<file path="config.mk">
export PLATFORM = sky130hd
export DESIGN_NAME = pid_controller_flat
export DESIGN_NICKNAME = d
export VERILOG_FILES = /design/src/rtl/pid_pkg.sv /design/src/rtl/pid_controller_if.sv /design/src/rtl/pid_sat.sv /design/src/rtl/pid_controller.sv /design/src/flat_wrapper.sv
export SDC_FILE = /design/constraint.sdc
export NUM_CORES = 2
export LEC_CHECK = 0
export CAP_MARGIN = 5
export CORE_MARGIN = 4
export CORE_UTILIZATION = 65
export CTS_CLUSTER_SIZE = 10
export DETAILED_ROUTE_END_ITERATION = 8
export PLACE_DENSITY_LB_ADDON = 0.1
export SYNTH_ARGS = -nofsm -noshare
export SYNTH_HDL_FRONTEND = slang
export SYNTH_SLANG_ARGS = --single-unit
</file>
<file path="constraint.sdc">
create_clock -name clk -period 11.4 [get_ports clk]
set_clock_uncertainty 0.05 [all_clocks]
set_input_delay 1.14 -clock clk [delete_from_list [all_inputs] [get_ports clk]]
set_output_delay 1.14 -clock clk [all_outputs]
set_load 0.02 [all_outputs]
</file>
<file path="src/rtl/pid_pkg.sv">
// Shared widths, latency and saturating clamp for the fixed-point PID controller.
package pid_pkg;

  localparam int unsigned DATA_W  = 16;
  localparam int unsigned GAIN_W  = 16;
  localparam int unsigned FRAC_W  = 8;
  localparam int unsigned ACC_W   = 32;
  localparam int unsigned LATENCY = 3;
  localparam longint      INT_LIM = 64'sd1 <<< 20;

  // Clamp a sign-extended value into [lo, hi].
  function automatic logic signed [63:0] sat_clamp(input logic signed [63:0] x,
                                                   input logic signed [63:0] lo,
                                                   input logic signed [63:0] hi);
    if (x > hi) return hi;
    if (x < lo) return lo;
    return x;
  endfunction

endpackage

</file>
<file path="src/rtl/pid_controller_if.sv">
// Sample/gain/result bus between the sensor front end, CSRs and the PID core.
interface pid_controller_if #(
  parameter int unsigned DATA_W = 16,
  parameter int unsigned GAIN_W = 16
);
  logic                     sample_valid_i;
  logic signed [DATA_W-1:0] setpoint_i;
  logic signed [DATA_W-1:0] feedback_i;
  logic signed [GAIN_W-1:0] kp_i;
  logic signed [GAIN_W-1:0] ki_i;
  logic signed [GAIN_W-1:0] kd_i;
  logic                     clear_i;
  logic signed [DATA_W-1:0] out_o;
  logic                     out_valid_o;
  logic                     sat_o;

  modport master (
    output sample_valid_i, setpoint_i, feedback_i, kp_i, ki_i, kd_i, clear_i,
    input  out_o, out_valid_o, sat_o
  );

  modport slave (
    input  sample_valid_i, setpoint_i, feedback_i, kp_i, ki_i, kd_i, clear_i,
    output out_o, out_valid_o, sat_o
  );
endinterface

</file>
<file path="src/rtl/pid_sat.sv">
// Combinational signed saturator: clamps IN_W-bit input to [MIN_V, MAX_V] in OUT_W bits.
module pid_sat import pid_pkg::*; #(
  parameter int unsigned IN_W  = 33,
  parameter int unsigned OUT_W = 32,
  parameter longint      MIN_V = -1,
  parameter longint      MAX_V = 1
) (
  input  logic signed [IN_W-1:0]  in_i,
  output logic signed [OUT_W-1:0] val_c,
  output logic                    sat_c
);
  logic signed [63:0] wide_c;
  logic signed [63:0] clip_c;

  always_comb begin
    wide_c = 64'(in_i);
    clip_c = sat_clamp(wide_c, MIN_V, MAX_V);
    val_c  = OUT_W'(clip_c);
    sat_c  = (clip_c != wide_c);
  end
endmodule

</file>
<file path="src/rtl/pid_controller.sv">
// Three-stage pipelined fixed-point PID: error/integrator, gain products, sum/shift/saturate.
module pid_controller #(
  parameter int unsigned DATA_W  = pid_pkg::DATA_W,
  parameter int unsigned GAIN_W  = pid_pkg::GAIN_W,
  parameter int unsigned FRAC_W  = pid_pkg::FRAC_W,
  parameter int unsigned ACC_W   = pid_pkg::ACC_W,
  parameter longint      INT_LIM = pid_pkg::INT_LIM
) (
  input logic             clk,
  input logic             rst,
  pid_controller_if.slave bus
);
  import pid_pkg::LATENCY;

  localparam int unsigned E_W   = DATA_W + 1;
  localparam int unsigned D_W   = DATA_W + 2;
  localparam int unsigned P_W   = E_W + GAIN_W;
  localparam int unsigned I_W   = ACC_W + GAIN_W;
  localparam int unsigned DV_W  = D_W + GAIN_W;
  localparam int unsigned SUM_W = ACC_W + GAIN_W + 2;
  localparam int unsigned SH_W  = SUM_W - FRAC_W;

  logic signed [E_W-1:0]    e_prev_q, e_prev_d, e_q, e_d;
  logic signed [D_W-1:0]    d_q, d_d;
  logic signed [ACC_W-1:0]  integ_q, integ_d, integ_s1_q, integ_s1_d;
  logic signed [P_W-1:0]    p_q, p_d;
  logic signed [I_W-1:0]    i_q, i_d;
  logic signed [DV_W-1:0]   dv_q, dv_d;
  logic [LATENCY-1:0]       vld_q, vld_d;
  logic signed [DATA_W-1:0] out_q, out_d;
  logic                     sat_q, sat_d;

  logic signed [E_W-1:0]    e_c, e_base_c;
  logic signed [D_W-1:0]    d_c;
  logic signed [ACC_W-1:0]  integ_base_c, integ_sat_c, integ_new_c;
  logic signed [ACC_W:0]    integ_sum_c;
  logic                     integ_clip_c;
  logic signed [SUM_W-1:0]  sum_c;
  logic signed [SH_W-1:0]   shifted_c;
  logic signed [DATA_W-1:0] out_sat_c;
  logic                     out_clip_c;

  // A clear alongside a sample makes that sample start from zero history.
  always_comb begin
    e_base_c     = bus.clear_i ? '0 : e_prev_q;
    integ_base_c = bus.clear_i ? '0 : integ_q;
    e_c          = E_W'(bus.setpoint_i) - E_W'(bus.feedback_i);
    d_c          = D_W'(e_c) - D_W'(e_base_c);
    integ_sum_c  = (ACC_W + 1)'(integ_base_c) + (ACC_W + 1)'(e_c);
    integ_new_c  = integ_clip_c ? integ_sat_c : ACC_W'(integ_sum_c);
    sum_c        = SUM_W'(p_q) + SUM_W'(i_q) + SUM_W'(dv_q);
    shifted_c    = SH_W'(sum_c >>> FRAC_W);
  end

  pid_sat #(
    .IN_W (ACC_W + 1),
    .OUT_W(ACC_W),
    .MIN_V(-INT_LIM),
    .MAX_V(INT_LIM)
  ) u_integ_sat (
    .in_i (integ_sum_c),
    .val_c(integ_sat_c),
    .sat_c(integ_clip_c)
  );

  pid_sat #(
    .IN_W (SH_W),
    .OUT_W(DATA_W),
    .MIN_V(-(longint'(1) <<< (DATA_W - 1))),
    .MAX_V((longint'(1) <<< (DATA_W - 1)) - 1)
  ) u_out_sat (
    .in_i (shifted_c),
    .val_c(out_sat_c),
    .sat_c(out_clip_c)
  );

  always_comb begin
    e_prev_d   = e_prev_q;
    integ_d    = integ_q;
    e_d        = e_q;
    d_d        = d_q;
    integ_s1_d = integ_s1_q;
    p_d        = p_q;
    i_d        = i_q;
    dv_d       = dv_q;
    out_d      = out_q;
    sat_d      = sat_q;
    vld_d      = {vld_q[LATENCY-2:0], bus.sample_valid_i};

    if (bus.sample_valid_i) begin
      e_prev_d   = e_c;
      integ_d    = integ_new_c;
      e_d        = e_c;
      d_d        = d_c;
      integ_s1_d = integ_new_c;
    end else if (bus.clear_i) begin
      e_prev_d = '0;
      integ_d  = '0;
    end

    // Gains are picked up here, one cycle after the sample.
    if (vld_q[0]) begin
      p_d  = P_W'(e_q) * P_W'(bus.kp_i);
      i_d  = I_W'(integ_s1_q) * I_W'(bus.ki_i);
      dv_d = DV_W'(d_q) * DV_W'(bus.kd_i);
    end

    if (vld_q[LATENCY-2]) begin
      out_d = out_sat_c;
      sat_d = out_clip_c;
    end
  end

  always_ff @(posedge clk) begin
    if (rst) begin
      e_prev_q   <= '0;
      integ_q    <= '0;
      e_q        <= '0;
      d_q        <= '0;
      integ_s1_q <= '0;
      p_q        <= '0;
      i_q        <= '0;
      dv_q       <= '0;
      vld_q      <= '0;
      out_q      <= '0;
      sat_q      <= 1'b0;
    end else begin
      e_prev_q   <= e_prev_d;
      integ_q    <= integ_d;
      e_q        <= e_d;
      d_q        <= d_d;
      integ_s1_q <= integ_s1_d;
      p_q        <= p_d;
      i_q        <= i_d;
      dv_q       <= dv_d;
      vld_q      <= vld_d;
      out_q      <= out_d;
      sat_q      <= sat_d;
    end
  end

  assign bus.out_o       = out_q;
  assign bus.out_valid_o = vld_q[LATENCY-1];
  assign bus.sat_o       = sat_q;

endmodule

</file>
<file path="src/flat_wrapper.sv">
// flat-port wrapper written by rule: the top's interface ports become plain ports
module pid_controller_flat import pid_pkg::LATENCY;
#(
  parameter int unsigned DATA_W  = pid_pkg::DATA_W,
  parameter int unsigned GAIN_W  = pid_pkg::GAIN_W,
  parameter int unsigned FRAC_W  = pid_pkg::FRAC_W,
  parameter int unsigned ACC_W   = pid_pkg::ACC_W,
  parameter longint      INT_LIM = pid_pkg::INT_LIM
)
  (clk, rst, bus_sample_valid_i, bus_setpoint_i, bus_feedback_i, bus_kp_i, bus_ki_i, bus_kd_i, bus_clear_i, bus_out_o, bus_out_valid_o, bus_sat_o);
  pid_controller_if #(.DATA_W(DATA_W), .GAIN_W(GAIN_W)) bus_i ();
  input logic clk;
  input logic rst;
  input wire logic [$bits(bus_i.sample_valid_i)-1:0] bus_sample_valid_i;
  input wire logic [$bits(bus_i.setpoint_i)-1:0] bus_setpoint_i;
  input wire logic [$bits(bus_i.feedback_i)-1:0] bus_feedback_i;
  input wire logic [$bits(bus_i.kp_i)-1:0] bus_kp_i;
  input wire logic [$bits(bus_i.ki_i)-1:0] bus_ki_i;
  input wire logic [$bits(bus_i.kd_i)-1:0] bus_kd_i;
  input wire logic [$bits(bus_i.clear_i)-1:0] bus_clear_i;
  output wire logic [$bits(bus_i.out_o)-1:0] bus_out_o;
  output wire logic [$bits(bus_i.out_valid_o)-1:0] bus_out_valid_o;
  output wire logic [$bits(bus_i.sat_o)-1:0] bus_sat_o;
  assign bus_i.sample_valid_i = bus_sample_valid_i;
  assign bus_i.setpoint_i = bus_setpoint_i;
  assign bus_i.feedback_i = bus_feedback_i;
  assign bus_i.kp_i = bus_kp_i;
  assign bus_i.ki_i = bus_ki_i;
  assign bus_i.kd_i = bus_kd_i;
  assign bus_i.clear_i = bus_clear_i;
  assign bus_out_o = bus_i.out_o;
  assign bus_out_valid_o = bus_i.out_valid_o;
  assign bus_sat_o = bus_i.sat_o;
  pid_controller #(.DATA_W(DATA_W), .GAIN_W(GAIN_W), .FRAC_W(FRAC_W), .ACC_W(ACC_W), .INT_LIM(INT_LIM)) u_core (.clk(clk), .rst(rst), .bus(bus_i));
endmodule
</file>
### Word level (Yosys, flattened, before mapping)

Cells that the tools add are included.

| cells by class | value |
|---|---|
| add/sub/neg operators | 5 |
| equal/unequal tests | 2 |
| $lt $le $gt $ge | 4 |
| muxes and demuxes | 19 |
| multiply operators | 3 |

Operator list:

| kind | count |
|---|---|
| 64-bit two-way mux | 8 |
| 32-bit two-way mux | 3 |
| 64-bit by 33-bit != test with 1-bit output | 1 |
| 64-bit by 42-bit != test with 1-bit output | 1 |
| 49-bit by 34-bit adder with 50-bit output | 1 |
| 33-bit by 48-bit adder with 49-bit output | 1 |
| 32-bit by 16-bit multiplier with 48-bit output | 1 |
| 42-bit by 16-bit > comparator with 1-bit output, second input constant | 1 |
| 42-bit by 16-bit < comparator with 1-bit output, second input constant | 1 |
| 18-bit by 16-bit multiplier with 34-bit output | 1 |
| 17-bit two-way mux | 2 |
| 32-bit by 17-bit adder with 33-bit output | 1 |
| 33-bit by 22-bit > comparator with 1-bit output, second input constant | 1 |
| 33-bit by 21-bit < comparator with 1-bit output, second input constant | 1 |
| 17-bit by 16-bit multiplier with 33-bit output | 1 |
| 17-bit by 17-bit subtractor with 18-bit output | 1 |
| 16-bit by 16-bit subtractor with 17-bit output | 1 |
| 1-bit two-way mux | 6 |

| storage, ports and cells | value |
|---|---|
| output and inout bits | 18 |
| flip-flop bits (word level) | 251 |
| word-level logic and storage cells | 44 |
| input port bits | 84 |

### Depth between registers and ports, before layout

| depth | value |
|---|---|
| depth in word-level cells | 10 |
| depth in mapped cells | 30 |

### Modules after synthesis

A second synthesis with hierarchy kept.

| unflattened totals | value |
|---|---|
| cell total of the unflattened synthesis | 6222 |
| area total of the unflattened synthesis | 54681.2 um^2 |

Modules (own cells, without submodules):

| module | area an instance (um^2) | times used | cells an instance |
|---|---|---|---|
| pid_controller | 53660.2 | 1 | 6078 |
| pid_sat at u_core.u_integ_sat | 591.8 | 1 | 80 |
| pid_sat at u_core.u_out_sat | 429.2 | 1 | 64 |

### Worst setup path after synthesis

Ideal clock, no wire load.

| timing | value |
|---|---|
| path type | input -> register |
| start point | input port bus_ki_i[1] |
| end point | register u_core.i_q[47] |
| arrival time | 7.802 ns |
| path buffers | 2 |
| setup slack | 3.432 ns |
| cell stages on the path | 27 |
| path through | clkbuf_1 nand2_1 fa_1 inv_1 fa_1 inv_1 fa_1 inv_1 fa_1 inv_1 fa_1 inv_1 fa_1 ha_1 clkbuf_1 a211oi_1 o2111ai_1 a221oi_1 o21bai_1 a41oi_1 o211ai_1 a41o_1 nand3_1 o21ai_0 a21o_1 or4_1 a31o_2 |

| between the ends | value |
|---|---|
| word-level cells in the longest chain between the ends | 1 |

Ends and longest elaborated chain:

| element | RTL line | text |
|---|---|---|
| from (decl) | flat_wrapper.sv:18 | `input wire logic [$bits(bus_i.ki_i)-1:0] bus_ki_i;` |
| 32-bit by 16-bit multiplier with 48-bit output | pid_controller.sv:104 | `i_d = I_W'(integ_s1_q) * I_W'(bus.ki_i);` |
| to (signal assigned) | pid_controller.sv:134 | `i_q <= i_d;` |
| to (decl) | pid_controller.sv:27 | `logic signed [I_W-1:0] i_q, i_d;` |

Every way passes these cells.
A chain may end at the register's enable or synchronous reset.

### Final worst setup path

| timing | value |
|---|---|
| start point | input port bus_ki_i[5] |
| end point | register u_core.i_q[47] |

The elaborated chain is that of the path after synthesis.

==> qor.csv <==
metric,value,unit
status,"complete, no violations",
adder-cell share of the synthesized area,49.7,%
core area,82200,um^2
port bufs,101,
"Slew Viols, Final",0,
total CTS buffers,30,
"Worst Setup Slack, final",2350,ps
Post-route DRC,0,
# IOs,102,
final wirelength,138000,um
final setup TNS,0,ps
htree depth,1,
multiplexer area fraction after synthesis,2.11,%
Initial DRC Count,2779,
CTS tree,yes,
sequential fraction of the synthesis area,9.31,%
Antenna Nets Post-Route,0,
initial antenna violation count,2,
largest net degree at the start of global routing,93,
post-cts gate resize count,0,
vias per cell,5.78,
"Reg clk slew, reported paths",60,ps
Post-Syn Nets,7634,
Mapped Area,54000,um^2
Final GP Congestion,0.947,
"Cell Area, Placed",55600,um^2
CP max FO,14,
critical setup path kind,input pin to register,
Syn Area/Cell,8.89,um^2
Final HPWL DP,113000,um
GRT Overall Usage,32.5,%
FP Rows,105,
top area cells in the synthesized netlist,"fa_1 41%, dfxtp_1 9.3%, ha_1 8.8%, inv_1 8.0%, nand2_1 5.4%",
Die ar.,87700,um^2
Post-CTS Setup Inserts,0,
Power Density,272,nW/um^2
hold-fix buffer count after cts,0,
Worst EP required,11830,ps
worst slew pin tran,1150,ps
Placed Cells,7024,
Die Span Y,296,um
GRT overflow,0,
slew margin rel.,23.1,%
crit path launch type,input pin,
largest family of logic cells by synthesized area,adder cells,
Final Hold Fails,0,
share of layout cells above drive strength 1,2.22,%
Synth Area in XOR/XNOR,3.62,%
fin crit period,9050,ps
ratio of final minimum period to clock period,79.4,%
largest area contributor in the netlist,fa_1,
"count leader, synth",inv_1,
Non-Filler Instances,7069,
First-pass DRT Iterations,6,
#FFs+latches synth,251,
Synth top cells by count,"1156 x inv_1, 1102 x fa_1, 776 x nand2_1",
worst min path class,register to register,
Yosys cell types,82,
post-DR wirelength/cell,19.5,um
final setup vio count,0,
Async SR Flop Fraction,0,%
Setup WS pre-CTS,1960,ps
Pleak,26.0,nW
Initial Util,65.6,%
vias in the first global route,42800,
fin area,56500,um^2
Post-synth EDFFs,0,
Synth warnings,0,
critical path data arrival time,9490,ps
Die W,296,um
global-route wire length before repair,226000,um
synthesis-to-layout area growth,4.76,%
Skew-Pair Late Insertion Delay,590,ps
Synth top area share,40.9,%
Synth Area in Compound Gates,8.20,%
Peak VDD IR,0.441,mV
Nets,7552,
CTS root buf,clkbuf_16,
Post-Synth Simple-Gate Area,17.2,%
total number of vias,40800,
fmax,110,MHz
Main synth FF type,dfxtp_1,
Hold Slack,410,ps
Sink Count,251,
CTS max path bufs,3,
MaxCap Viol Count,0,
cell count after synthesis,6068,
RSZ-0062 raised after global routing,false,
endpoint type of the worst setup path,register,
[routing by layer]
layer / vias up / GRT usage, % / wire (um)
met5: - / 0 / 9
met4: 2 / 9.45 / 4830
met3: 307 / 3.83 / 9500
met2: 1461 / 56.0 / 67700
met1: 20600 / 43.8 / 55800
li1: 18500 / - / -
[cells by family after synthesis]
group,count (synthesis)
and+or+nand+nor,1906
adders and majority gates,1483
buffers and inverters,1419
AOI/OAI and AO/OA,673
DFF,251
xor gates and xnor gates,222
muxes,114
[power by group]
part	leakage (nW)	internal (mW)	switching, mW	total [mW]
Sequential	2.06	1.00	0.210	1.21
Combinational	23.5	5.67	7.58	13.3
Clock	0.424	0.517	0.374	0.891
Total	26.0	7.19	8.17	15.4
[registers in the layout (all words and copies together) (netlist names), 16 cells and up]
signal             cells
u_core.i_q            48
u_core.dv_q           34
u_core.p_q            33
u_core.integ_q        32
u_core.integ_s1_q     32
u_core.d_q            18
u_core.e_prev_q       17
u_core.e_q            17
u_core.bus.out_o      16
[cell type report]
type	instances	area (um^2)
Tap cell	1070	1340
Timing Repair Buffer	149	1340
Sequential cell	251	5030
Inverter	1156	4340
Fill cell	6839	25700
Clock buffer	38	822
Multi-Input combinational cell	4398	43600
Clock inverter	3	40.0
Antenna cell	4	10.0
[worst max-delay path, stage by stage]
cell and delay, ps:
clkdlybuf4s50_1 1060, nand2_1 210, fa_1 560, inv_1 50
fa_1 470, inv_1 50, fa_1 500, inv_1 60
fa_1 530, inv_1 50, fa_1 470, inv_1 50
fa_1 430, ha_1 380, a211oi_1 340, o2111ai_1 160
a221oi_1 670, o21bai_1 310, a41oi_1 350, o211ai_1 170
a41o_1 320, nand3_1 120, o21ai_0 100, a21o_1 220
or4_1 480, a31o_2 210
[metrics by stage]
step	util, %	total power, mW
6_report	68.7	15.4
4_1_cts	68.7	15.4
3_3_place_gp	67.7	14.2
2_1_floorplan	-	11.1
3_5_place_dp	67.7	14.4
5_1_grt	68.7	17.2
[path summary, 6_finish.rpt]
check             slack, ps  cells after the start             startpoint                     to
setup / recovery       2350                     26            bus_ki_i[5]         u_core.i_q[47]
hold reg to reg         410                      1  u_core.integ_s1_q[20]  u_core.integ_s1_q[20]
setup reg to reg       2970                     25  u_core.integ_s1_q[12]         u_core.i_q[47]
hold / removal          410                      1  u_core.integ_s1_q[20]  u_core.integ_s1_q[20]
[layout by cell type, fill, tap and decap left out, types with 31 or more instances in the layout]
cell type,n
a211oi_1,51
a21o_1,86
a21oi_1,181
and2_1,408
buf_4,49
clkbuf_16,31
clkdlybuf4s50_1,92
dfxtp_1,250
fa_1,1102
ha_1,380
inv_1,1156
mux2i_1,114
nand2_1,776
nand2b_1,139
nand3_1,55
nor2_1,281
nor2b_1,64
nor3_1,48
o21a_1,52
o21ai_0,117
xnor2_1,165
xor2_1,56
Note: power is estimated with default switching activity, not from simulation.
